==> src/rtl/intr_pkg.sv <==
// Shared types and default sizing for the interrupt arbiter.
package intr_pkg;

    localparam int unsigned INTR_N_SRC_DEF     = 4;
    localparam int unsigned INTR_PULSE_LEN_DEF = 6;

    typedef enum logic [1:0] {
        ST_IDLE    = 2'd0,
        ST_PULSE   = 2'd1,
        ST_SERVICE = 2'd2
    } intr_state_e;

endpackage

==> src/rtl/intr_prio_sel.sv <==
// Combinational priority selector: first set bit of req searching upward from start, wrapping.
module intr_prio_sel
    import intr_pkg::*;
#(
    parameter  int unsigned N_SRC = INTR_N_SRC_DEF,
    localparam int unsigned IDW   = $clog2(N_SRC)
) (
    input  logic [N_SRC-1:0] req,
    input  logic [IDW-1:0]   start,
    output logic             valid,
    output logic [IDW-1:0]   winner
);

    localparam logic [IDW:0] N_SRC_W = (IDW+1)'(N_SRC);

    logic [N_SRC-1:0] rot;
    logic [IDW-1:0]   off;
    logic [IDW:0]     sum;

    // Rotate so bit 0 is the start index, pick the lowest set bit, then rotate the offset back.
    always_comb begin
        rot    = N_SRC'({req, req} >> start);
        valid  = 1'b0;
        off    = '0;
        for (int i = 0; i < int'(N_SRC); i++) begin
            if (rot[i] && !valid) begin
                valid = 1'b1;
                off   = IDW'(i);
            end
        end
        sum = {1'b0, start} + {1'b0, off};
        if (sum >= N_SRC_W) begin
            sum = sum - N_SRC_W;
        end
        winner = sum[IDW-1:0];
    end

endmodule

==> src/rtl/intr_arbiter.sv <==
// Shares one CPU interrupt pin among N_SRC edge-triggered sources, one grant per EOI.
// Define INTR_ROUND_ROBIN_EN for round-robin arbitration; fixed lowest-index priority otherwise.
module intr_arbiter
    import intr_pkg::*;
#(
    parameter  int unsigned N_SRC     = INTR_N_SRC_DEF,
    parameter  int unsigned PULSE_LEN = INTR_PULSE_LEN_DEF,
    localparam int unsigned IDW       = $clog2(N_SRC)
) (
    input  logic             clk,
    input  logic             reset_n,
    input  logic [N_SRC-1:0] irq,
    input  logic [N_SRC-1:0] mask,
    input  logic             intr_en,
    input  logic             eoi,
    output logic             intr,
    output logic [IDW-1:0]   id,
    output logic [N_SRC-1:0] pend,
    output logic             busy
);

    localparam int unsigned     CNTW     = $clog2(PULSE_LEN + 1);
    localparam logic [CNTW-1:0] CNT_LOAD = CNTW'(PULSE_LEN - 1);

    intr_state_e      state;
    logic [CNTW-1:0]  cnt;
    logic [N_SRC-1:0] prev_irq;
    logic             armed;
    logic [N_SRC-1:0] rise;
    logic [N_SRC-1:0] clr;
    logic [N_SRC-1:0] elig;
    logic [IDW-1:0]   start;
    logic [IDW-1:0]   winner;
    logic             sel_valid;
    logic             grant;

`ifdef INTR_ROUND_ROBIN_EN
    logic [IDW-1:0] rr_ptr;

    // Search begins one past the most recent grant.
    always_ff @(posedge clk) begin
        if (!reset_n) begin
            rr_ptr <= '0;
        end else if (grant) begin
            rr_ptr <= (winner == IDW'(N_SRC - 1)) ? '0 : winner + IDW'(1);
        end
    end

    assign start = rr_ptr;
`else
    assign start = '0;
`endif

    // Levels already high when reset releases are not requests; armed masks that first cycle.
    assign rise  = irq & ~prev_irq & {N_SRC{armed}};
    assign elig  = pend & mask;
    assign grant = (state == ST_IDLE) && intr_en && sel_valid;
    assign clr   = grant ? (N_SRC'(1) << winner) : '0;

    intr_prio_sel #(.N_SRC(N_SRC)) u_sel (
        .req    (elig),
        .start  (start),
        .valid  (sel_valid),
        .winner (winner)
    );

    always_ff @(posedge clk) begin
        if (!reset_n) begin
            state    <= ST_IDLE;
            cnt      <= '0;
            prev_irq <= '0;
            armed    <= 1'b0;
            pend     <= '0;
            id       <= '0;
            intr     <= 1'b0;
            busy     <= 1'b0;
        end else begin
            prev_irq <= irq;
            armed    <= 1'b1;
            // A new edge in the grant cycle wins over the grant's clear.
            pend     <= (pend & ~clr) | rise;
            case (state)
                ST_IDLE: begin
                    if (grant) begin
                        state <= ST_PULSE;
                        id    <= winner;
                        cnt   <= CNT_LOAD;
                        intr  <= 1'b1;
                        busy  <= 1'b1;
                    end
                end
                ST_PULSE: begin
                    if (cnt == '0) begin
                        state <= ST_SERVICE;
                        intr  <= 1'b0;
                    end else begin
                        cnt <= cnt - CNTW'(1);
                    end
                end
                ST_SERVICE: begin
                    if (eoi) begin
                        state <= ST_IDLE;
                        busy  <= 1'b0;
                    end
                end
                default: begin
                    state <= ST_IDLE;
                    intr  <= 1'b0;
                    busy  <= 1'b0;
                end
            endcase
        end
    end

endmodule

==> config.mk <==
export PLATFORM = sky130hd
export DESIGN_NAME = intr_arbiter
export DESIGN_NICKNAME = d
export VERILOG_FILES = /design/src/rtl/intr_pkg.sv /design/src/rtl/intr_prio_sel.sv /design/src/rtl/intr_arbiter.sv
export SDC_FILE = /design/constraint.sdc
export NUM_CORES = 1
export LEC_CHECK = 0
export CORE_MARGIN = 2
export CORE_UTILIZATION = 23
export DETAILED_ROUTE_END_ITERATION = 8
export PLACE_DENSITY = 0.49
export SYNTH_ARGS = -nofsm -noshare
export SYNTH_HDL_FRONTEND = slang
export SYNTH_HIERARCHICAL = 1
export SYNTH_SLANG_ARGS = --single-unit
==> constraint.sdc <==
create_clock -name clk -period 3.33 [get_ports clk]
set_input_delay 0.4995 -clock clk [delete_from_list [all_inputs] [get_ports clk]]
set_output_delay 0.4995 -clock clk [all_outputs]
set_load 0.01 [all_outputs]
==> results.cfg, run 1 <==
[run_status]
outcome = finished clean

[floorplan]
start_util_pct = 24.3
rows = 22
die_y_um = 66.4
die_w_um = 66.4
dieArea_sq_um = 4400
ios = 20
core_area_sq_um = 3690

[setup_path]
r2r_slack_ns = 1.24
critPathMaxStageDelay_ns = 0.46
cp.arrival_ns = 2.58
cp_max_fo = 5
startpoint_type = input port
path_class = input port to flop
crit_chain = clkdlybuf4s50_1 -> and2_1 -> nor2_1 -> a221o_2 -> nand2_1 -> o221ai_1 -> ha_1 -> nand3b_1 -> a32o_1
slowest_stage = clkdlybuf4s50_1
critical_path_required_ns = 3.46
end_kind = flop

[placement]
pre_cts_slack_ns = 0.631
dp_hpwl_um = 1370
place_inst = 162
placed_area_sq_um = 1120
place.gp.congestion = 0.729
io_buffer_count = 19

[layout]
layout.nets = 134
final-instance-count-excl-fill = 165
final_common_cell = clkdlybuf4s50_1
area_growth_pct = 30.2
drive_above_1_share_pct = 7.69
num_antenna_cells = 0
finish.instance_area_sq_um = 1160
mostFrequentLayoutCells = 19 x clkdlybuf4s50_1, 18 x dfxtp_1, 12 x nor2_1
multi_input_area_sq_um = 494
fill_cells = 407
fin_util_pct = 31.6
seqCellArea_sq_um = 360

[clock_tree]
tritoncts = built
htree_levels = 1
clockBufferDepth = 2
numClockSinks = 18
ctsResizeCount = 0
clkSlewWorstSetupHoldPaths_ns = 0.06
clkLatencyLatePin_ns = 0.24
cts_buffers = 3
ctsHoldBuffers = 0
clockRootBuffer = clkbuf_8
post_cts_buffers = 0

[timing]
finalHoldViolCount = 0
rsz0062_at_grt = no
fin_crit_sh_pct = 73.4
tns_ns = 0
fin_ws_ns = 0.885
hold_slack_ns = 0.481
period_needed_ns = 2.44
max_freq_mhz = 409
slew_violations = 0
skew_ns = 0.00163
finalSetupViolations = 0

[global_routing]
grt_pass1_wl_um = 2960
grt_max_degree = 12
antenna_found_initial = 0
grt_pass1_vias = 681
groute.usage.overall_pct = 8.81
grt-ovfl-total = 0

[logic_synthesis]
synthesis.area_sq_um = 895
syn_inst = 97
avgSynthCellArea_sq_um = 9.22
synth-seq-area-share_pct = 40.3
synth_adder_area_share_pct = 4.20
synth-seq-cells = 18
ys_warn_count = 6
synthDistinctLibCells = 33
yosys.area_share.simple_pct = 26.6
synth_compound_area_share_pct = 16.6
synthMuxAreaShare_pct = 4.62
synth_xor_area_share_pct = 1.96
synth_top_family_by_area = simple AND/OR/NAND/NOR gates

[power_and_ir_drop]
power.density_nw_per_um2 = 426
clkPwrFrac_pct = 28.4
power_switching_mw = 0.125
seqPwrFrac_pct = 48.6
p_int_mw = 0.372
ir_drop_v = 0.000135
switching_share_pct = 25.1
power.total_mw = 0.496
comb_power_share_pct = 22.9
leakagePower_nw = 0.414

[hold_path]
hp-class = flop to flop

[route]
routed_wirelength_um = 1810
ant_nets = 0
wl_per_cell_um = 10.9
vias = 731
drc = 0
first_pass_iters = 4
via_per_inst = 4.43
drtIter0Drc = 25

[flow_run]
cap_violations = 0
==> power by group through the flow <==
| stage | clock (mW) | sequential [mW] | combinational (mW) |
|---|---|---|---|
| after floorplan | 0 | 0.248 | 0.0709 |
| after global placement | 0 | 0.246 | 0.111 |
| after detailed placement | 0 | 0.246 | 0.112 |
| after CTS | 0.149 | 0.242 | 0.113 |
| after global routing | 0.157 | 0.244 | 0.127 |
| final | 0.141 | 0.241 | 0.114 |
==> layout make-up <==
| cell class | instances | share of cell area [%] |
|---|---|---|
| sequential | 18 | 30.9 |
| multi-input combinational | 72 | 42.4 |
| inverter | 5 | 1.61 |
| timing repair buffer | 19 | 16.3 |
| tap | 48 | 5.16 |
| clock buffer | 3 | 3.54 |
==> cell usage after synthesis, drive strengths merged <==
| cell | count | area, sq um |
|---|---|---|
| a211oi | 1 | 7.51 |
| nor3 | 2 | 10.0 |
| and2 | 8 | 50.1 |
| nand2b | 1 | 6.26 |
| nor2b | 4 | 25.0 |
| mux2 | 1 | 11.3 |
| o21ai | 4 | 20.0 |
| ha | 3 | 37.5 |
| or3b | 1 | 8.76 |
| conb | 1 | 3.75 |
| o221ai | 2 | 17.5 |
| a221o | 1 | 11.3 |
| nand4b | 1 | 8.76 |
| nand3 | 1 | 5.00 |
| clkinv | 1 | 3.75 |
| buf | 3 | 25.0 |
| a21oi | 2 | 10.0 |
| and4bb | 1 | 12.5 |
| xnor2 | 2 | 17.5 |
| nand2 | 6 | 22.5 |
| mux2i | 3 | 30.0 |
| a32o | 5 | 50.1 |
| o211ai | 1 | 7.51 |
| o311ai | 1 | 16.3 |
| nand3b | 3 | 22.5 |
| nor2 | 12 | 45.0 |
| clkbuf | 1 | 3.75 |
| nor3b | 1 | 12.5 |
| and2b | 1 | 8.76 |
| inv | 4 | 15.0 |
| a221oi | 1 | 8.76 |
| dfxtp | 18 | 360 |
==> layer usage <==
| layer | vias to the layer above | track usage [%] | wire length [um] |
|---|---|---|---|
| met3 | 2 | 1.70 | 89 |
| li1 | 383 | - | - |
| met4 | 0 | 4.59 | 13 |
| met2 | 21 | 13.0 | 821 |
| met1 | 325 | 12.0 | 881 |
| met5 | - | 0 | 0 |
==> final timing paths <==
| path | startpoint | to | cells past startpoint |
|---|---|---|---|
| max | mask[0] | pend[2]$_SDFF_PN0_ | 9 |
| min | cnt[0]$_SDFFE_PN0P_ | cnt[0]$_SDFFE_PN0P_ | 1 |
| max reg2reg | pend[0]$_SDFF_PN0_ | pend[2]$_SDFF_PN0_ | 8 |
| min reg2reg | cnt[0]$_SDFFE_PN0P_ | cnt[0]$_SDFFE_PN0P_ | 1 |
==> worst max-delay path, delay by kind of cell <==
kind | cells | cell delay (ns)
adder cells (fa/ha/maj) | 1 | 0.35
AND/OR/NAND/NOR | 4 | 0.51
AO/OA/AOI/OAI | 3 | 0.76
buffers and inverters | 1 | 0.46
==> registers in the layout, summed over array words and instances, names as in the netlist <==
signal    count
pend          4
intr          1
state         2
busy          1
id            2
prev_irq      4
armed         1
cnt           3
==> logic make-up after synthesis <==
| group | count (synthesis) |
|---|---|
| simple gates | 42 |
| compound gates | 18 |
| flops | 18 |
| buf+inv | 9 |
| mux | 4 |
| fa+ha+maj | 3 |
| xor+xnor | 2 |
| other cells | 1 |
(Power assumes the default switching activity.)
==> inputs of run 2 (changes only) <==
clock period = 2.5 ns   (was 3.33 ns; I/O delays follow)
==> run 2 against run 1 <==
Global-route usage grew 0.94 points. Die area unchanged. First-iteration DRC count up 44%. Flip-flop and latch count stayed put. Cell count is 2.4% higher. Largest cell class unchanged.
==> results.cfg, run 2 (synthesis results as in run 1) <==
[floorplan]
dieArea_sq_um = 4400
start_util_pct = 24.3
die_y_um = 66.4
core_area_sq_um = 3690
die_w_um = 66.4
ios = 20
rows = 22

[timing]
slew_violations = 0
tns_ns = 0
fin_crit_sh_pct = 86.9
max_freq_mhz = 460
fin_ws_ns = 0.327
skew_ns = 0.00393
period_needed_ns = 2.17
finalSetupViolations = 0
rsz0062_at_grt = no
finalHoldViolCount = 0

[layout]
reg_top3 = pend: 4 flops, prev_irq: 4 flops, cnt: 3 flops
final_common_cell = clkdlybuf4s50_1
layout.nets = 137
multi_input_area_sq_um = 494
drive_above_1_share_pct = 10.7
area_growth_pct = 34.3
seqCellArea_sq_um = 360
num_antenna_cells = 0
mostFrequentLayoutCells = 19 x clkdlybuf4s50_1, 18 x dfxtp_1, 12 x nor2_1
fill_cells = 403

[clock_tree]
clockBufferDepth = 2
clkSlewWorstSetupHoldPaths_ns = 0.07
clockRootBuffer = clkbuf_8
numClockSinks = 18
ctsResizeCount = 0
cts_buffers = 3
post_cts_buffers = 0
htree_levels = 1
tritoncts = built
clkLatencyLatePin_ns = 0.25
ctsHoldBuffers = 0

[setup_path]
critPathTopFamily = compound AO/OA/AOI/OAI gates
cp.arrival_ns = 2.32
critical_path_required_ns = 2.64
critPathMaxStageDelay_ns = 0.45
crit_chain = clkdlybuf4s50_1 -> and2_1 -> nor2_1 -> a221o_2 -> nand2_1 -> o221ai_1 -> ha_1 -> nor2_1 -> nand2_1 -> a32o_1
path_buf_inv = 1
path_class = input port to flop
end_kind = flop
cp_max_fo = 3
startpoint_type = input port
slowest_stage = clkdlybuf4s50_1

[global_routing]
grt_pass1_wl_um = 3240
grt_pass1_vias = 730
grt-ovfl-total = 0
use_met2_pct = 16.3
top_usage_layer = met2
met3_usage_pct = 2.56
grt_max_degree = 12
grt_use_met1_pct = 11.2
groute.usage.overall_pct = 9.75
antenna_found_initial = 0

[placement]
place.gp.congestion = 0.692
io_buffer_count = 19
pre_cts_slack_ns = 0.0879
dp_hpwl_um = 1490

[route]
via_per_inst = 4.33
ant_nets = 0
drtIter0Drc = 36
first_pass_iters = 4
vias = 732
drc = 0
wl_per_cell_um = 11.4
routed_wirelength_um = 1920

[power_and_ir_drop]
leakagePower_nw = 0.436
power.density_nw_per_um2 = 595
ir_drop_v = 0.000252

[flow_run]
cap_violations = 0

[run_status]
outcome = finished clean

[hold_path]
hp-class = flop to flop
[run 2: path summary, 6_finish.rpt]
check	start	depth (start not counted)	to	slack, ns
worst max-delay path	mask[0]	10	pend[0]$_SDFF_PN0_	0.33
worst min register to register	cnt[0]$_SDFFE_PN0P_	1	cnt[0]$_SDFFE_PN0P_	0.47
worst min-delay path	cnt[0]$_SDFFE_PN0P_	1	cnt[0]$_SDFFE_PN0P_	0.47
worst max register to register	pend[0]$_SDFF_PN0_	9	pend[0]$_SDFF_PN0_	0.51
[run 2: metrics by stage]
stage	total power [mW]	hold WS (ns)	std cells	instance area (sq um)	utilization, %
2_1_floorplan	0.424	0.403	99	902	-
3_3_place_gp	0.483	0.460	165	1150	31.1
3_5_place_dp	0.486	0.462	165	1150	31.1
4_1_cts	0.718	0.479	169	1200	32.6
5_1_grt	0.758	0.518	169	1200	32.6
6_report	0.715	0.474	169	1200	32.6
[run 2: per-layer routing]
| layer | wire [um] | part of all wire (%) |
|---|---|---|
| met1 | 913 | 47 |
| met2 | 896 | 47 |
| met5 | 0 | 0 |
| met3 | 85 | 4.4 |
| met4 | 28 | 1.5 |
[run 2: power by group]
| part | internal [mW] | switching [mW] |
|---|---|---|
| Combinational | 0.0850 | 0.0741 |
| Clock | 0.140 | 0.0941 |
| Sequential | 0.308 | 0.0132 |
[run 2: cell type report]
| cell class | instances | share of cell area (%) |
|---|---|---|
| Clock buffer | 4 | 4.58 |
| Inverter | 5 | 1.56 |
| Multi-Input combinational cell | 72 | 41.1 |
| Sequential cell | 18 | 30.0 |
| Tap cell | 48 | 5.00 |
| Timing Repair Buffer | 22 | 17.7 |
==> edit (config.mk and constraints of run 2) <==
The 3 states of `intr_state_e` get a one-hot encoding in 3 bits.
--- a/src/rtl/intr_pkg.sv
+++ b/src/rtl/intr_pkg.sv
@@ -5,8 +5,8 @@
     localparam int unsigned INTR_PULSE_LEN_DEF = 6;
 
-    typedef enum logic [1:0] {
-        ST_IDLE    = 2'd0,
-        ST_PULSE   = 2'd1,
-        ST_SERVICE = 2'd2
+    typedef enum logic [2:0] {
+        ST_IDLE    = 3'b001,
+        ST_PULSE   = 3'b010,
+        ST_SERVICE = 3'b100
     } intr_state_e;
 
Formal check against the unedited RTL: no difference found for any inputs over 10 cycles, from zero or initial values and one cycle with reset_n low; not proved beyond that.
==> edit against run 2 <==
Clock skew up 1.1 ps; final cell count rose by 8.3%; worst setup slack worse by 12 ps; synthesized area up 11%; fmax shrank 0.55%; routed wire length increased by 11%; register-to-register slack worse by 20 ps; design area grew 9.0%; power shrank 2.7%; via count is 15% higher; sequential cell count is 1 higher; critical path depth down 1; critical endpoint unchanged; largest power group unchanged; highest routed layer unchanged.
==> edit: results <==
export IMPL_status="completed"
export IMPL_hp_start="pend[0]"
export IMPL_min_path_type="register to register"
export IMPL_synth_ff_type="dfxtp_1"
export IMPL_clock_path_buffers=2
export IMPL_fin_nets=149
export IMPL_slowest_stage="clkdlybuf4s50_1"
export IMPL_syn_inst=107
export IMPL_vias=843
export IMPL_globalplace_congestion=0.7666
export IMPL_crit_family="compound AO/OA/AOI/OAI gates"
export IMPL_ys_types=43
export IMPL_io_buffers=19
export IMPL_dp_cells=179
export IMPL_grt_max_degree=17
export IMPL_synth_area_leaders="dfxtp_1, and2_1, ha_1, a21oi_1, o21ai_0"
export IMPL_antenna_found_initial=0
export IMPL_critPathMaxFanout=5
export IMPL_drive_gt1_share_pct=14.29
export IMPL_rr_worst_depth=8
export IMPL_grt_pass1_wl_mm=3.808
export IMPL_via_per_inst=4.607
export IMPL_synth_seq_area_share_pct=38.19
export IMPL_worst_pin_slew_ps=706.0
export IMPL_leakage_nw=0.4948
export IMPL_routed_wl_mm=2.142
export IMPL_antenna_cells=0
export IMPL_irDropWorstVdd_mv=0.1724
export IMPL_track_usage_pct=9.627
export IMPL_cts_resized=0
export IMPL_first_global_vias=849
export IMPL_holdWs_ps=483.7
export IMPL_arrival_ps=2320
export IMPL_reg_top3="pend (4), prev_irq (4)"
export IMPL_post_dp_hpwl_mm=1.670
export IMPL_hold_end="pend[0]"
export IMPL_drt_iter0_markers=22
export IMPL_post_cts_buffers=0
export IMPL_whs_path_depth=2
export IMPL_synth_common_cells="dfxtp_1, and2_1, nand2_1"
export IMPL_reg2reg_slack_ps=490
export IMPL_worst_clock_skew_ps=5.016
export IMPL_clk_latency_ps=250
-- edit: cell types whose count changed after synthesis, moves of 4 or more --
cell,delta
nor2_1,-6
nor2b_1,-4
a21oi_1,+5
a32o_1,-5
-- edit: metrics by stage --
step	setup WS [ps]	area, sq um
5_1_grt	192.3	1309
2_1_floorplan	489.3	1003
3_5_place_dp	42.20	1262
4_1_cts	300.9	1309
6_report	314.6	1309
3_3_place_gp	67.28	1262
-- edit: final cells by class --
type                       instances  area (sq um)
fill                             442          2778
multi-input combinational         82         580.6
sequential                        19         380.4
timing repair buffer              23         220.2
tap                               50         62.56
clock buffer                       3         41.29
inverter                           5         18.77
clock inverter                     1         5.005
-- edit: kinds of logic after synthesis --
family	after synthesis	synth area share [%]
adders and majority gates	3	3.769
AOI/OAI and AO/OA	30	22.49
xor gates and xnor gates	2	1.759
and+or+nand+nor	42	27.01
buffers and inverters	8	4.270
DFF	19	38.19
muxes	2	2.136
other	1	0.3765
-- edit: worst max path at each step --
stage / to / slack (ps) / depth (start not counted) / startpoint
final: pend[0] / 310 / 9 / mask[0]
after CTS: pend[2] / 300 / 9 / mask[0]
after detailed placement: pend[2] / 40 / 9 / mask[0]
after global routing: pend[0] / 190 / 9 / mask[0]
after global placement: pend[0] / 70 / 9 / mask[0]
after floorplan: pend[0] / 490 / 8 / pend[0]
-- edit: power breakdown --
group / total, W / internal, W / switching, W / leakage [nW]
logic: 0.000152 / 0.0000801 / 0.0000723 / 0.313
registers: 0.000335 / 0.000322 / 0.0000131 / 0.156
clock network: 0.000208 / 0.000111 / 0.0000975 / 0.0255
-- edit: worst register-to-register path: stages, from the launching register on --
cell      delay, ps
dfxtp_1         370
and2_1          160
nor2_1           40
a221o_2         370
nand2_1          70
o221ai_1        110
ha_1            370
o41ai_2         320
a21oi_1          90
-- edit: layer usage --
| layer | vias up | track usage, % | part of all wire [%] |
|---|---|---|---|
| met1 | 391 | 12.27 | 49 |
| met4 | 0 | 3.846 | 0.79 |
| met3 | 2 | 2.326 | 3.4 |
| met2 | 10 | 15.56 | 47 |
| li1 | 440 | - | - |
| met5 | - | 0 | 0 |
